File: src/rtl/tc_to_signmag_serial.sv
// Bit-serial two's complement to sign-magnitude converter, LSB first.
// Negative words copy bits up to the first 1 and invert the rest.
module tc_to_signmag_serial #(
    parameter int WIDTH = 32
) (
    input  logic             clk,
    input  logic             rst,
    input  logic             in_valid,
    output logic             in_ready,
    input  logic [WIDTH-1:0] in_data,
    output logic             out_valid,
    input  logic             out_ready,
    output logic             out_sign,
    output logic [WIDTH-1:0] out_mag,
    output logic             out_minneg
);

    localparam int CW = (WIDTH > 1) ? $clog2(WIDTH) : 1;
    localparam logic [CW-1:0] LAST_BIT = CW'(WIDTH - 1);

    typedef enum logic [1:0] {
        IDLE,
        CONV,
        DONE
    } state_t;

    state_t           state_q, state_d;
    logic [WIDTH-1:0] shift_q, shift_d;
    logic [WIDTH-1:0] mag_q, mag_d;
    logic [CW-1:0]    count_q, count_d;
    logic             sign_q, sign_d;
    logic             seen_one_q, seen_one_d;
    logic             out_valid_q, out_valid_d;
    logic             out_sign_q, out_sign_d;
    logic             out_minneg_q, out_minneg_d;
    logic             bit_in;
    logic             res_bit;

    assign bit_in  = shift_q[0];
    assign res_bit = bit_in ^ (sign_q & seen_one_q);

    always_comb begin
        state_d      = state_q;
        shift_d      = shift_q;
        mag_d        = mag_q;
        count_d      = count_q;
        sign_d       = sign_q;
        seen_one_d   = seen_one_q;
        out_valid_d  = out_valid_q;
        out_sign_d   = out_sign_q;
        out_minneg_d = out_minneg_q;

        case (state_q)
            IDLE: begin
                if (in_valid) begin
                    shift_d    = in_data;
                    sign_d     = in_data[WIDTH-1];
                    count_d    = '0;
                    seen_one_d = 1'b0;
                    state_d    = CONV;
                end
            end
            CONV: begin
                seen_one_d = seen_one_q | bit_in;
                mag_d      = {res_bit, mag_q[WIDTH-1:1]};
                shift_d    = {1'b0, shift_q[WIDTH-1:1]};
                // Counter holds on the last bit so it never wraps for power-of-two widths.
                if (count_q == LAST_BIT) begin
                    state_d      = DONE;
                    out_valid_d  = 1'b1;
                    out_sign_d   = sign_q;
                    out_minneg_d = sign_q & res_bit;
                end else begin
                    count_d = count_q + CW'(1);
                end
            end
            DONE: begin
                if (out_ready) begin
                    out_valid_d = 1'b0;
                    state_d     = IDLE;
                end
            end
            default: begin
                state_d = IDLE;
            end
        endcase
    end

    always_ff @(posedge clk) begin
        if (rst) begin
            state_q      <= IDLE;
            shift_q      <= '0;
            mag_q        <= '0;
            count_q      <= '0;
            sign_q       <= 1'b0;
            seen_one_q   <= 1'b0;
            out_valid_q  <= 1'b0;
            out_sign_q   <= 1'b0;
            out_minneg_q <= 1'b0;
        end else begin
            state_q      <= state_d;
            shift_q      <= shift_d;
            mag_q        <= mag_d;
            count_q      <= count_d;
            sign_q       <= sign_d;
            seen_one_q   <= seen_one_d;
            out_valid_q  <= out_valid_d;
            out_sign_q   <= out_sign_d;
            out_minneg_q <= out_minneg_d;
        end
    end

    assign in_ready   = (state_q == IDLE);
    assign out_valid  = out_valid_q;
    assign out_sign   = out_sign_q;
    assign out_mag    = mag_q;
    assign out_minneg = out_minneg_q;

endmodule

File: config.mk
export PLATFORM = sky130hd
export DESIGN_NAME = tc_to_signmag_serial
export DESIGN_NICKNAME = d
export VERILOG_FILES = /design/src/rtl/tc_to_signmag_serial.sv
export SDC_FILE = /design/constraint.sdc
export NUM_CORES = 1
export LEC_CHECK = 0
export CORE_AREA = 2 2 98 100
export CTS_CLUSTER_DIAMETER = 80
export CTS_CLUSTER_SIZE = 20
export DETAILED_ROUTE_END_ITERATION = 16
export DIE_AREA = 0 0 100 102
export SYNTH_ARGS = -nofsm -noshare
export SYNTH_HDL_FRONTEND = slang
export SYNTH_SLANG_ARGS = --single-unit
File: constraint.sdc
create_clock -name clk -period 3.2 [get_ports clk]
set_clock_uncertainty 0.2 [all_clocks]
set_input_delay 0.64 -clock clk [delete_from_list [all_inputs] [get_ports clk]]
set_output_delay 0.64 -clock clk [all_outputs]
set_load 0.05 [all_outputs]
==> summary.txt <==
outcome: complete, no violations
Max Freq: 409 MHz
setup tns final: 0 ps
total congestion overflow: 0
sw power: 0.526 mW
CP cell instances: nor2_1, clkdlybuf4s50_1
die area: 10,200 um^2
clk_lat worst skew: 340 ps
largest delay contributor family on the critical path: buffers and inverters
final worst hold slack: 255 ps
first-pass GRT wire length: 12,000 um
I/O Buffers: 71
crit share post-route: 76.4%
post-route cell area: 4080 um^2
CTS Root Buffer Type: clkbuf_8
Simple-Gate Fraction of Synth Area: 27.3%
Vias/cell: 4.97
Worst Path Required: 2360 ps
hold-fix buffers at CTS: 0
GRT Total Usage: 14.6%
sw frac: 26.5%
die height: 102 um
Pwr Density: 485 nW/um^2
post_cts resized: 0
Least-Margin Pin Slew: 949 ps
most frequent cells in the layout: nor2_1, dfxtp_1, clkdlybuf4s50_1
DR DRC count: 0
mux share of post-synthesis cell area: 0.676%
Gate power share: 12.2%
crit path kind: register to output pin
Num Clock Sinks: 76
Flop pwr share: 51.4%
P_int: 1.46 mW
syn avg cell area: 7.97 um^2
Routed WL: 7330 um
largest net degree at the start of global routing: 55
die extent in x: 100 um
vias in the first global route: 2,640
Synth cell types: 35
Std-Cell Rows: 35
GP Congestion: 0.722
sequential area share after synthesis: 48.3%
commonest non-fill, non-tap cell in the layout: nor2_1
Antenna Nets Post-Route: 0
I/O Pins: 72
DP Area: 3890 um^2
final net count: 493
Hold WC Path Type: register to register
Synthesized Nets: 434
CP max stage cell: clkdlybuf4s50_1
final setup violation count: 0
Area growth syn-to-layout: 29.7%
total setup buffers inserted after CTS: 0
XOR/XNOR share of the synthesized area: 0.835%
RSZ-0062 raised after global routing: false
CTS tree: done
Worst Setup Start Kind: register
fin crit period: 2440 ps
worst-path maximum fanout: 2
leakage: 1.52 nW
Ys Warns: 0
Max Cap Violations: 0
Post-Synthesis Cells: 395
Slew headroom: 36.7%
register bit total from synthesis: 76
layout cells sized above 1: 8.95%
Vias: 2,827
Slew Limit Fails: 0
CTS Buffer Depth: 2
Crit. End Element: output pin
Final Hold Vio Count: 0
CP peak stage delay: 830 ps
CTS Buf Count: 9
largest family of logic cells by synthesized area: simple AND/OR/NAND/NOR gates
post-synthesis compound-gate area fraction: 15.3%
pre-CTS setup slack: 843 ps
Post-Synthesis Cell Area: 3150 um^2
n_diodes: 0
Worst-path clk slew: 80 ps
core area: 9110 um^2
signal arrival time at the worst endpoint: 1600 ps
Worst VDD drop: 0.250 mV
Initial Utilization: 34.5%
H-tree Lvls: 3
Buf/Inv on CP: 1
TritonRoute pass-1 iters: 5
Fillers: 943
clock power share: 36.4%
dpl hpwl: 4730 um
crit path setup slack, layout: 757 ps
antenna violations before repair: 0
adder and majority gate portion of the synthesized area: 1.19%
DR WL/cell: 12.9 um
detailed router's first-iteration violation count: 108
[routing by layer]
layer	global-route usage, %	wire length, um	vias up
met5	0	0	-
met4	6.01	81	0
met3	3.28	326	8
met2	23.2	3270	73
met1	19.4	3650	1302
li1	-	-	1444
[final timing paths]
kind / from / to / slack, ps / cells after the start
worst max register to register: state_q[1] / out_mag[14] / 1000 / 5
worst max-delay path: state_q[0] / in_ready / 760 / 2
worst min register to register: out_mag[0] / out_mag[0] / 250 / 2
worst min-delay path: out_mag[0] / out_mag[0] / 250 / 2
[registers in the layout, summed over array words and instances, names as in the netlist]
signal	flops
shift_q	32
out_minneg	1
out_mag	32
out_sign	1
out_valid	1
state_q	2
seen_one_q	1
sign_q	1
count_q	5
[logic make-up (layout without fill, tap and decap cells)]
logic type	after synthesis	in the layout
xor gates and xnor gates	3	3
DFF	76	76
and+or+nand+nor	192	192
muxes	2	2
AOI/OAI and AO/OA	78	78
adders and majority gates	3	3
buffers and inverters	41	104
[final cells by class]
type | count | area, um^2 | share of cell area (%)
Clock buffer | 9 | 124 | 3.03
Clock inverter | 6 | 65.1 | 1.59
Inverter | 10 | 37.5 | 0.920
Multi-Input combinational cell | 278 | 1430 | 35.0
Sequential cell | 76 | 1520 | 37.3
Tap cell | 111 | 139 | 3.40
Timing Repair Buffer | 79 | 766 | 18.8
[cell usage after synthesis (all sizes together)]
library cell,instances,area share [%]
nand2,68,8.1
o22a,3,0.84
nor2,79,9.4
nor4,20,4.0
or3b,1,0.36
or4,1,0.24
nand3b,1,0.24
buf,24,4.4
nor3b,3,0.87
or4b,2,0.64
ha,3,1.2
clkbuf,7,0.84
nand2b,7,1.4
mux2,1,0.36
nand4,1,0.20
a211oi,2,0.48
nand3,1,0.16
dfxtp,76,48
and4bb,1,0.40
a21oi,56,8.9
o21ba,1,0.32
o221a,11,3.9
o21ai,5,0.80
nor3,3,0.48
nor2b,3,0.60
xor2,2,0.56
inv,10,1.2
xnor2,1,0.28
and3,1,0.20
mux2i,1,0.32
[worst min-delay path, stage by stage (launching register included)]
cell and delay (ps):
dfxtp_1 310, nand2_1 50, a21oi_1 50
[power by group through the flow]
stage | Clock [mW] | Sequential (mW) | Combinational, mW
after floorplan | 0 | 1.04 | 0.159
after global placement | 0 | 1.04 | 0.238
after detailed placement | 0 | 1.04 | 0.242
after CTS | 0.746 | 1.02 | 0.243
after global routing | 0.786 | 1.02 | 0.269
final | 0.721 | 1.02 | 0.241
[per-stage QoR]
stage / util, % / std cells / total power, mW
CTS: 44.8 / 569 / 2.01
global route: 44.8 / 569 / 2.08
finish: 44.8 / 569 / 1.98
floorplan: - / 395 / 1.20
detailed placement: 42.7 / 554 / 1.28
global placement: 42.7 / 554 / 1.28
(Power assumes the default switching activity.)
